[src/rtl/sim_run_controller.sv]
// Run sequencer for the simulation top. It holds the design under test in reset,
// counts run cycles, drains on a finish request or watchdog, then raises a sticky finish.
// Latency: finish_req at edge N gives DRAIN after edge N. With quiesced held high, finish rises after edge N+QUIESCE_CYCLES.
// Backpressure: none. Inputs are sampled every cycle, and a started drain cannot be cancelled.
//
// Ports:
//   CLK, RST_N   single clock; synchronous active-low reset
//   finish_req   level request to stop (ignored in HOLD)
//   quiesced     design reports no outstanding transactions
//   dut_rst_n    registered active-low reset to the design
//   cycle_count  cycles since reset release (frozen in DONE)
//   state        0=HOLD 1=RUN 2=DRAIN 3=DONE
//   finish       sticky, high in DONE
//   timed_out    sticky, DONE reached via drain timeout or run watchdog
//   heartbeat    one-cycle pulse every HEARTBEAT_PERIOD cycles (only with SIM_HEARTBEAT_EN)
//
// Optional feature macro: SIM_HEARTBEAT_EN. Without it, heartbeat is tied low.
module sim_run_controller #(
    parameter int unsigned RESET_CYCLES     = 20,
    parameter int unsigned QUIESCE_CYCLES   = 4,
    parameter int unsigned DRAIN_TIMEOUT    = 1000,
    parameter int unsigned MAX_CYCLES       = 0,
    parameter int unsigned HEARTBEAT_PERIOD = 1000
) (
    input  logic        CLK,
    input  logic        RST_N,
    input  logic        finish_req,
    input  logic        quiesced,
    output logic        dut_rst_n,
    output logic [31:0] cycle_count,
    output logic [1:0]  state,
    output logic        finish,
    output logic        timed_out,
    output logic        heartbeat
);

    typedef enum logic [1:0] {
        S_HOLD  = 2'd0,
        S_RUN   = 2'd1,
        S_DRAIN = 2'd2,
        S_DONE  = 2'd3
    } state_t;

    localparam logic [15:0] HOLD_LAST    = 16'(RESET_CYCLES - 1);
    localparam logic [7:0]  QUIESCE_LAST = 8'(QUIESCE_CYCLES - 1);
    localparam logic [31:0] DRAIN_LAST   = 32'(DRAIN_TIMEOUT - 1);
    localparam logic [31:0] MAX_LAST     = 32'(MAX_CYCLES - 1);
    localparam bit          TIMEOUT_EN   = (DRAIN_TIMEOUT != 0);
    localparam bit          WATCHDOG_EN  = (MAX_CYCLES != 0);

    // Reject parameter values outside the legal ranges at elaboration.
    if (RESET_CYCLES < 1 || RESET_CYCLES > 65535) begin : g_bad_reset_cycles
        $error("RESET_CYCLES out of range 1..65535");
    end
    if (QUIESCE_CYCLES < 1 || QUIESCE_CYCLES > 255) begin : g_bad_quiesce_cycles
        $error("QUIESCE_CYCLES out of range 1..255");
    end
    if (HEARTBEAT_PERIOD < 1) begin : g_bad_heartbeat_period
        $error("HEARTBEAT_PERIOD must be at least 1");
    end

    state_t      cur_state;
    logic [15:0] hold_cnt;
    logic [7:0]  quiesce_cnt;
    logic [31:0] drain_cnt;

    logic quiesce_done;
    logic drain_expired;
    logic watchdog_hit;
    logic hold_done;
    logic cnt_advance;

    assign hold_done     = (hold_cnt == HOLD_LAST);
    assign quiesce_done  = quiesced && (quiesce_cnt == QUIESCE_LAST);
    assign drain_expired = TIMEOUT_EN && (drain_cnt == DRAIN_LAST);
    assign watchdog_hit  = WATCHDOG_EN && (cycle_count == MAX_LAST);
    // The run counter moves in RUN and DRAIN, except on the edge that enters DONE.
    // That edge leaves the value frozen at the count of the final drain cycle.
    assign cnt_advance   = (cur_state == S_RUN) ||
                           ((cur_state == S_DRAIN) && !quiesce_done && !drain_expired);

    assign state = cur_state;

    always_ff @(posedge CLK) begin
        if (!RST_N) begin
            cur_state   <= S_HOLD;
            dut_rst_n   <= 1'b0;
            cycle_count <= 32'd0;
            finish      <= 1'b0;
            timed_out   <= 1'b0;
            hold_cnt    <= 16'd0;
            quiesce_cnt <= 8'd0;
            drain_cnt   <= 32'd0;
        end else begin
            if (cnt_advance) begin
                cycle_count <= cycle_count + 32'd1;
            end
            case (cur_state)
                S_HOLD: begin
                    hold_cnt <= hold_cnt + 16'd1;
                    if (hold_done) begin
                        cur_state <= S_RUN;
                        dut_rst_n <= 1'b1;
                    end
                end
                S_RUN: begin
                    quiesce_cnt <= 8'd0;
                    drain_cnt   <= 32'd0;
                    // The watchdog takes priority so that a coincident finish_req
                    // still records the timeout.
                    if (watchdog_hit) begin
                        cur_state <= S_DRAIN;
                        timed_out <= 1'b1;
                    end else if (finish_req) begin
                        cur_state <= S_DRAIN;
                    end
                end
                S_DRAIN: begin
                    drain_cnt   <= drain_cnt + 32'd1;
                    quiesce_cnt <= quiesced ? quiesce_cnt + 8'd1 : 8'd0;
                    // Quiescence beats a timeout that completes on the same cycle.
                    if (quiesce_done) begin
                        cur_state <= S_DONE;
                        finish    <= 1'b1;
                    end else if (drain_expired) begin
                        cur_state <= S_DONE;
                        finish    <= 1'b1;
                        timed_out <= 1'b1;
                    end
                end
                default: begin
                    // DONE is terminal until RST_N is asserted.
                    finish <= 1'b1;
                end
            endcase
        end
    end

`ifdef SIM_HEARTBEAT_EN
    localparam logic [31:0] HB_LAST = 32'(HEARTBEAT_PERIOD - 1);

    logic [31:0] hb_cnt;
    logic [31:0] hb_nxt;

    // hb_cnt tracks cycle_count modulo the period, so the pulse is visible
    // in the same cycle that cycle_count shows PERIOD-1, 2*PERIOD-1, and so on.
    assign hb_nxt = (hb_cnt == HB_LAST) ? 32'd0 : hb_cnt + 32'd1;

    always_ff @(posedge CLK) begin
        if (!RST_N) begin
            hb_cnt    <= 32'd0;
            heartbeat <= 1'b0;
        end else if (cur_state == S_HOLD) begin
            hb_cnt    <= 32'd0;
            // With a period of 1, the first pulse coincides with cycle_count 0.
            heartbeat <= hold_done && (HB_LAST == 32'd0);
        end else if (cnt_advance) begin
            hb_cnt    <= hb_nxt;
            heartbeat <= (hb_nxt == HB_LAST);
        end else begin
            hb_cnt    <= 32'd0;
            heartbeat <= 1'b0;
        end
    end
`else
    assign heartbeat = 1'b0;
`endif

endmodule
[config.mk]
export PLATFORM = sky130hd
export DESIGN_NAME = sim_run_controller
export DESIGN_NICKNAME = d
export VERILOG_FILES = /design/src/rtl/sim_run_controller.sv
export SDC_FILE = /design/constraint.sdc
export NUM_CORES = 1
export LEC_CHECK = 0
export CORE_AREA = 2 2 100 102
export DETAILED_ROUTE_END_ITERATION = 8
export DIE_AREA = 0 0 102 104
export PLACE_DENSITY = 0.74
export SYNTH_ARGS = -nofsm -noshare
export SYNTH_HDL_FRONTEND = slang
export SYNTH_SLANG_ARGS = --single-unit
[constraint.sdc]
create_clock -name CLK -period 2.6 [get_ports CLK]
set_input_delay 0.52 -clock CLK [delete_from_list [all_inputs] [get_ports CLK]]
set_output_delay 0.52 -clock CLK [all_outputs]
set_load 0.005 [all_outputs]
==> results of run 1 <==
-- per-layer routing --
metal  global-route usage, %  routed length (um)
met4                    5.81                 197
met3                    5.04                 337
met1                    23.9                4560
met2                    32.8                4900
met5                       0                   0
-- cell usage in the layout (no fill, tap or decap), types with 3 or more instances in the layout --
master	n
sky130_fd_sc_hd__dfxtp_1	93
sky130_fd_sc_hd__nand2_1	68
sky130_fd_sc_hd__nor2_1	60
sky130_fd_sc_hd__clkdlybuf4s50_1	39
sky130_fd_sc_hd__mux2i_1	32
sky130_fd_sc_hd__nand3_1	30
sky130_fd_sc_hd__nand2b_1	26
sky130_fd_sc_hd__xor2_1	23
sky130_fd_sc_hd__nand4_1	22
sky130_fd_sc_hd__a21oi_1	21
sky130_fd_sc_hd__xnor2_1	19
sky130_fd_sc_hd__inv_1	16
sky130_fd_sc_hd__and4_1	11
sky130_fd_sc_hd__a211oi_1	11
sky130_fd_sc_hd__nor4_1	11
sky130_fd_sc_hd__clkbuf_8	10
sky130_fd_sc_hd__or3_1	9
sky130_fd_sc_hd__nor3_1	9
sky130_fd_sc_hd__a2111oi_0	9
sky130_fd_sc_hd__o21ai_0	8
sky130_fd_sc_hd__ha_1	8
sky130_fd_sc_hd__buf_4	8
sky130_fd_sc_hd__and3_1	7
sky130_fd_sc_hd__a21o_1	3
sky130_fd_sc_hd__clkinv_2	3
-- synth_stat cells, types with 2 or more instances --
master	n	share of area, %
sky130_fd_sc_hd__inv_1	16	1.3
sky130_fd_sc_hd__xnor2_1	19	3.5
sky130_fd_sc_hd__a21oi_1	21	2.2
sky130_fd_sc_hd__a21o_1	3	0.48
sky130_fd_sc_hd__ha_1	8	2.1
sky130_fd_sc_hd__a211oi_1	11	1.8
sky130_fd_sc_hd__and2_1	2	0.27
sky130_fd_sc_hd__or3_1	9	1.2
sky130_fd_sc_hd__nor3_1	9	0.96
sky130_fd_sc_hd__nand4_1	22	2.9
sky130_fd_sc_hd__mux2i_1	32	6.8
sky130_fd_sc_hd__o21ai_0	8	0.85
sky130_fd_sc_hd__clkbuf_1	20	1.6
sky130_fd_sc_hd__nand2_1	68	5.4
sky130_fd_sc_hd__a2111oi_0	9	1.7
sky130_fd_sc_hd__and4_1	11	2.1
sky130_fd_sc_hd__nand3_1	30	3.2
sky130_fd_sc_hd__nor2_1	60	4.8
sky130_fd_sc_hd__buf_2	2	0.21
sky130_fd_sc_hd__nor4_1	11	1.5
sky130_fd_sc_hd__and3_1	7	0.93
sky130_fd_sc_hd__a21boi_0	2	0.32
sky130_fd_sc_hd__and4b_1	2	0.43
sky130_fd_sc_hd__xor2_1	23	4.3
sky130_fd_sc_hd__buf_12	2	0.85
sky130_fd_sc_hd__dfxtp_1	93	40
sky130_fd_sc_hd__buf_1	2	0.16
sky130_fd_sc_hd__a31o_2	2	0.37
sky130_fd_sc_hd__nand2b_1	26	3.5
sky130_fd_sc_hd__buf_4	2	0.32
-- area by class of cell --
| type | count | share of cell area [%] |
|---|---|---|
| inverter | 16 | 1.12 |
| sequential | 93 | 34.8 |
| clock buffer | 10 | 2.57 |
| timing repair buffer | 48 | 8.51 |
| tap | 133 | 3.11 |
| multi-input combinational | 414 | 48.8 |
| clock inverter | 6 | 1.15 |
-- power breakdown --
part	total, mW	switching, mW	internal [mW]
Sequential	1.43	0.00383	1.43
Combinational	0.0622	0.0427	0.0195
Clock	0.985	0.515	0.470
-- state kept, by name, summed over array words and instances, names as in the netlist --
name	flops
quiesce_cnt	8
timed_out	1
cycle_count	32
state	2
drain_cnt	32
finish	1
dut_rst_n	1
hold_cnt	16
-- worst paths after layout --
check                           slack (ns)         endpoint            start
worst min-delay path                  0.47  cycle_count[31]  cycle_count[31]
worst max register to register        0.19    drain_cnt[29]         state[0]
worst min register to register        0.47  cycle_count[31]  cycle_count[31]
worst max-delay path                  0.19    drain_cnt[29]         state[0]
-- kinds of logic (layout without fill, tap and decap cells) --
family / after synthesis / in the layout / synth area share [%]
and+or+nand+nor: 263 / 263 / 28.3
DFF: 93 / 93 / 39.7
AOI/OAI and AO/OA: 68 / 68 / 10.3
buffers and inverters: 46 / 80 / 4.77
xor gates and xnor gates: 42 / 42 / 7.84
muxes: 32 / 32 / 6.83
adders and majority gates: 8 / 8 / 2.13
other: 1 / 1 / 0.0799
-- metrics by stage --
stage / area (sq um) / power, mW / hold WS (ns) / std cells / worst slack [ns]
final: 5350 / 2.48 / 0.471 / 720 / 0.186
after global routing: 5350 / 2.56 / 0.500 / 720 / 0.0153
after CTS: 5350 / 2.50 / 0.476 / 720 / 0.191
after detailed placement: 5150 / 1.53 / 0.462 / 704 / 0.192
after global placement: 5150 / 1.52 / 0.455 / 704 / 0.180
after floorplan: 4690 / 1.51 / 0.458 / 553 / 0.376
-- worst min-delay path: stages (launching register included) --
cell and delay [ns]:
sky130_fd_sc_hd__dfxtp_1 0.32, sky130_fd_sc_hd__nand2_1 0.05, sky130_fd_sc_hd__mux2i_1 0.05
==> Implementation_results.wiki, run 1 <==
{| class="wikitable"
! Metric !! Value
|-
| Total DRC errors in the routed layout || 0
|-
| Number of antenna-violating nets in the routed design || 0
|-
| Critical Path, Cell by Cell || inv_1 > ha_1 > and4_1 > nand3_1 > or4_4 > or3_1 > a21oi_1
|-
| Critical-path top delay cell || sky130_fd_sc_hd__or4_4
|-
| Filler cell count || 903
|-
| TritonCTS clock tree || done
|-
| Worst vdd rail ir drop || 0.000325 V
|-
| Detailed-routing iteration count for the pre-antenna-repair pass || 4
|-
| Post-synthesis cell area || about 0.0047 sq mm
|-
| Starting density of the core || 49.1%
|-
| Gp weighted congestion || 0.811
|-
| Area of the multi-input gates || 0.00261 sq mm
|-
| Worst Setup Start Kind || flip-flop
|-
| Synthesis Warnings || 0
|-
| First DRT Iteration DRCs || between 150 and 200
|-
| CP Data Required Time || between 2 and 3 ns
|-
| Worst Hold Class || flip-flop to flip-flop
|-
| Skew-Pair Late Insertion Delay || 0.36 ns
|-
| Number of buffers added to fix hold violations after cts || 0
|-
| Achievable frequency || 414 MHz
|-
| CTS Buf Count || 9
|-
| Number of vias per cell || 5.56
|-
| Number of cells on the worst hold path || 2
|-
| Max clock buf depth || 2
|-
| Final TNS setup || 0 ns
|-
| Instance count of the mapped netlist || 553
|-
| Synth async-reset ratio || 0%
|-
| Clock-pin slew reported for the worst setup and hold paths after clock tree synthesis || 0.09 ns
|-
| Drt total wl || 10.0 mm
|-
| Count of pins on the block boundary || 42
|-
| Std cell rows || 36
|-
| Wire length per cell || 13.9 um
|-
| ANT cells || 0
|-
| Endpoint kind of the worst setup timing path || flip-flop
|-
| RSZ-0062 raised after global routing || false
|-
| Worst setup skew after layout || 0.0110 ns
|-
| Clock net sink count || just over 90
|-
| Fraction of final layout cells sized beyond drive strength 1 || 6.13%
|-
| Layout Utilization || between 50 and 60%
|-
| Worst path depth || 7
|-
| Final Net Count || 594
|-
| Height of the chip || approximately 100 um
|-
| Via count || 4000
|-
| Final period util || 92.9%
|-
| Crit path kind || flip-flop to flip-flop
|-
| First-pass GRT wire length || 17.1 mm
|-
| Clock root buffer || sky130_fd_sc_hd__clkbuf_8
|-
| Fin crit period || 2.41 ns
|-
| Die area || 0.0106 sq mm
|-
| Family with the most delay on the worst path || simple AND/OR/NAND/NOR gates
|-
| Postcts setup bufs || 0
|-
| Core area || 0.00955 sq mm
|-
| Max-cap viol count || 0
|-
| Tot GR Track Use || about 19%
|-
| # port buffers || 40
|-
| Number of max-slew violations in the final report || 0
|-
| Delay of the slowest cell on the worst path || between 0.4 and 0.5 ns
|-
| Syn_nets || roughly 570
|-
| Synth unique cells || 51
|-
| Initial antenna violation count || 0
|-
| CTS H-tree lvls || 3
|-
| Footprint of the flip-flops and latches || ~0.0019 sq mm
|-
| CP Max Fanout || 7
|-
| Fraction of the yosys area taken by sequential cells || 39.7%
|-
| Max-slew headroom || 50.6%
|-
| Setup violators final || 0
|-
| Number of synthesized register bits || 93
|-
| Grt total ovfl || 0
|-
| Half-perimeter wire length after detailed placement || 6.98 mm
|-
| Signal arrival time at the worst endpoint || 2.71 ns
|-
| Pin count of the biggest net entering global routing || 33
|-
| Outcome || completed
|-
| Final Hold Viols || 0
|-
| Mean instance size in the synthesized netlist || between 8 and 9 sq um
|-
| Worst Reg2Reg Path Length in Cells || 7
|-
| Post-synth top flop || sky130_fd_sc_hd__dfxtp_1
|-
| Least-Margin Pin Slew || 0.740 ns
|-
| Crit path buffers/inverters || 1
|-
| Number of global-route vias before repair || 3810
|-
| Number of instances resized during post-cts repair || 0
|-
| Overall die width || between 100 and 150 um
|-
| Count of flip-flops with a built-in enable after synthesis || 0
|-
| Post-synthesis to final-layout area growth || 14.1%
|-
| Leakage component of the power || roughly 1.7 nW
|-
| Power density over cell area || between 400 and 500 mW/mm^2
|}
(Power assumes the default switching activity.)
==> run 2: changes to the inputs <==
--- a/config.mk
+++ b/config.mk
@@ -5,10 +5,11 @@
 export SDC_FILE = /design/constraint.sdc
 export NUM_CORES = 1
 export LEC_CHECK = 0
-export CORE_AREA = 2 2 100 102
+export CORE_AREA = 4 4 133 135
 export DETAILED_ROUTE_END_ITERATION = 8
-export DIE_AREA = 0 0 102 104
-export PLACE_DENSITY = 0.74
+export DIE_AREA = 0 0 137 139
+export GPL_TIMING_DRIVEN = 1
+export PLACE_DENSITY = 0.49
 export SYNTH_ARGS = -nofsm -noshare
 export SYNTH_HDL_FRONTEND = slang
 export SYNTH_SLANG_ARGS = --single-unit
==> run 2 against run 1 <==
Compared with the run above: largest power group unchanged; count of clock-buffer cells in the layout up 2; first-iteration DRC count rose by 21%; critical path type unchanged; register-to-register slack improved by 0.02 ns.
==> Implementation_results.wiki, run 2 (same netlist as run 1, synthesis figures left out) <==
{| class="wikitable"
! Metric !! Value
|-
| CP Data Required Time || 2.87 ns (was 2.89 ns)
|-
| Pin count of the biggest net entering global routing || 33 (unchanged)
|-
| First DRT Iteration DRCs || 205 (was 170)
|-
| Skew-Pair Late Insertion Delay || 0.35 ns (was 0.36 ns)
|-
| Fraction of final layout cells sized beyond drive strength 1 || 6.60% (was 6.13%)
|-
| Postcts setup bufs || 0 (unchanged)
|-
| Final period util || 92.3% (was 92.9%)
|-
| Initial antenna violation count || 0 (unchanged)
|-
| Worst vdd rail ir drop || 0.000334 V (was 0.000325 V)
|-
| Worst setup skew after layout || 0.00945 ns (was 0.0110 ns)
|-
| Number of antenna-violating nets in the routed design || 0 (unchanged)
|-
| Number of buffers added to fix hold violations after cts || 0 (unchanged)
|-
| Half-perimeter wire length after detailed placement || 7.76 mm (was 6.98 mm)
|-
| Endpoint kind of the worst setup timing path || flip-flop (unchanged)
|-
| ANT cells || 0 (unchanged)
|-
| Tot GR Track Use || 12.3% (was 19.3%)
|-
| Power density over cell area || 509 mW/mm^2 (was 463 mW/mm^2)
|-
| Outcome || completed (unchanged)
|-
| Fin crit period || 2.40 ns (was 2.41 ns)
|-
| Worst Setup Start Kind || flip-flop (unchanged)
|-
| Area of the multi-input gates || 0.00261 sq mm (unchanged)
|-
| Max-slew headroom || 49.0% (was 50.6%)
|-
| Number of global-route vias before repair || 3856 (was 3810)
|-
| Final Hold Viols || 0 (unchanged)
|-
| Count of pins on the block boundary || 42 (unchanged)
|-
| Leakage component of the power || 1.80 nW (was 1.74 nW)
|-
| Height of the chip || 139 um (was 104 um)
|-
| Gp weighted congestion || 0.798 (was 0.811)
|-
| CTS Buf Count || 9 (unchanged)
|-
| Final TNS setup || 0 ns (unchanged)
|-
| Core area || 0.0165 sq mm (was 0.00955 sq mm)
|-
| Worst Hold Class || flip-flop to flip-flop (unchanged)
|-
| Top library cells by usage in the layout, fill and taps aside || 93 x sky130_fd_sc_hd__dfxtp_1, 68 x sky130_fd_sc_hd__nand2_1, 60 x sky130_fd_sc_hd__nor2_1 (unchanged)
|-
| Grt total ovfl || 0 (unchanged)
|-
| TritonCTS clock tree || done (unchanged)
|-
| Achievable frequency || 417 MHz (was 414 MHz)
|-
| RSZ-0062 raised after global routing || false (unchanged)
|-
| Starting density of the core || 28.5% (was 49.1%)
|-
| # port buffers || 40 (unchanged)
|-
| Signal arrival time at the worst endpoint || 2.67 ns (was 2.71 ns)
|-
| Number of max-slew violations in the final report || 0 (unchanged)
|-
| Setup violators final || 0 (unchanged)
|-
| Clock net sink count || 93 (unchanged)
|-
| Largest registers || cycle_count (32), drain_cnt (32), hold_cnt (16) (unchanged)
|-
| Max-cap viol count || 0 (unchanged)
|-
| Layout Utilization || 34.0% (was 56.1%)
|-
| Die area || 0.0190 sq mm (was 0.0106 sq mm)
|-
| Max clock buf depth || 2 (unchanged)
|-
| Detailed-routing iteration count for the pre-antenna-repair pass || 4 (unchanged)
|-
| Overall die width || 137 um (was 102 um)
|-
| Number of vias per cell || 4.83 (was 5.56)
|-
| Via count || 3919 (was 4000)
|-
| Clock root buffer || sky130_fd_sc_hd__clkbuf_16 (was sky130_fd_sc_hd__clkbuf_8)
|-
| Std cell rows || 47 (was 36)
|-
| Wire length per cell || 13.7 um (was 13.9 um)
|-
| Drt total wl || 11.1 mm (was 10.0 mm)
|-
| CP Max Fanout || 7 (unchanged)
|-
| Clock-pin slew reported for the worst setup and hold paths after clock tree synthesis || 0.07 ns (was 0.09 ns)
|-
| Post-synthesis to final-layout area growth || 19.4% (was 14.1%)
|-
| Crit path kind || flip-flop to flip-flop (unchanged)
|-
| Least-Margin Pin Slew || 0.764 ns (was 0.740 ns)
|-
| Footprint of the flip-flops and latches || 0.00186 sq mm (unchanged)
|-
| Final Net Count || 599 (was 594)
|-
| CTS H-tree lvls || 3 (unchanged)
|-
| Most common cell after layout, fill and taps aside || sky130_fd_sc_hd__dfxtp_1 (unchanged)
|-
| Total DRC errors in the routed layout || 0 (unchanged)
|-
| First-pass GRT wire length || 19.1 mm (was 17.1 mm)
|-
| Post-layout power || 2.85 mW (was 2.48 mW)
|-
| Number of instances resized during post-cts repair || 0 (unchanged)
|-
| Filler cell count || 1759 (was 903)
|}
-- run 2: cell count changes in the layout (fill, tap and decap cells not counted), sizes merged --
cell      change
clkinvlp      +1
inv           -1
clkinv        -3
buf           +5
clkbuf        +2
-- run 2: through the flow --
stage	instance area (sq um)	instances	hold WS [ns]	worst slack (ns)
2_1_floorplan	4690	553	0.458	0.376
3_3_place_gp	5300	796	0.455	0.165
3_5_place_dp	5300	796	0.470	0.0939
4_1_cts	5600	811	0.481	0.203
5_1_grt	5600	811	0.505	0.00769
6_report	5600	811	0.481	0.201
-- run 2: path summary, 6_finish.rpt --
| check | from | endpoint | slack (ns) | cells past startpoint |
|---|---|---|---|---|
| worst max-delay path | state[0] | drain_cnt[31] | 0.20 | 7 |
| worst min-delay path | cycle_count[31] | cycle_count[31] | 0.48 | 2 |
| worst max register to register | state[0] | drain_cnt[31] | 0.20 | 7 |
| worst min register to register | cycle_count[31] | cycle_count[31] | 0.48 | 2 |
-- run 2: worst max-delay path: stages, from the launching register on --
cell	delay, ns
sky130_fd_sc_hd__dfxtp_1	0.42
sky130_fd_sc_hd__inv_1	0.10
sky130_fd_sc_hd__ha_1	0.32
sky130_fd_sc_hd__and4_1	0.30
sky130_fd_sc_hd__nand3_1	0.18
sky130_fd_sc_hd__or4_4	0.50
sky130_fd_sc_hd__or3_1	0.36
sky130_fd_sc_hd__a21oi_1	0.15
-- run 2: routing by layer --
layer | up-vias | routed length (um) | track usage (%)
li1 | 2012 | - | -
met3 | 13 | 338 | 3.70
met2 | 41 | 5260 | 19.3
met4 | 0 | 146 | 3.89
met5 | - | 0 | 0
met1 | 1853 | 5340 | 16.2
-- run 2: final cells by class --
type | instances | share of cell area, %
Clock buffer | 12 | 4.58
Tap cell | 220 | 4.91
Timing Repair Buffer | 53 | 8.80
Sequential cell | 93 | 33.2
Inverter | 16 | 1.07
Multi-Input combinational cell | 414 | 46.6
Clock inverter | 3 | 0.804
-- run 2: report_power, final --
group          internal [mW]  switching [mW]
logic                 0.0204          0.0433
clock network          0.793           0.561
registers               1.43         0.00396
==> run 3: changes to the inputs <==
--- a/config.mk
+++ b/config.mk
@@ -9,6 +9,7 @@
 export DETAILED_ROUTE_END_ITERATION = 8
 export DIE_AREA = 0 0 137 139
 export GPL_TIMING_DRIVEN = 1
+export HOLD_SLACK_MARGIN = 0.15
 export PLACE_DENSITY = 0.49
 export SYNTH_ARGS = -nofsm -noshare
 export SYNTH_HDL_FRONTEND = slang
==> results of run 3 <==
The final DEF is identical to that of run 2; final timing and power are the same.
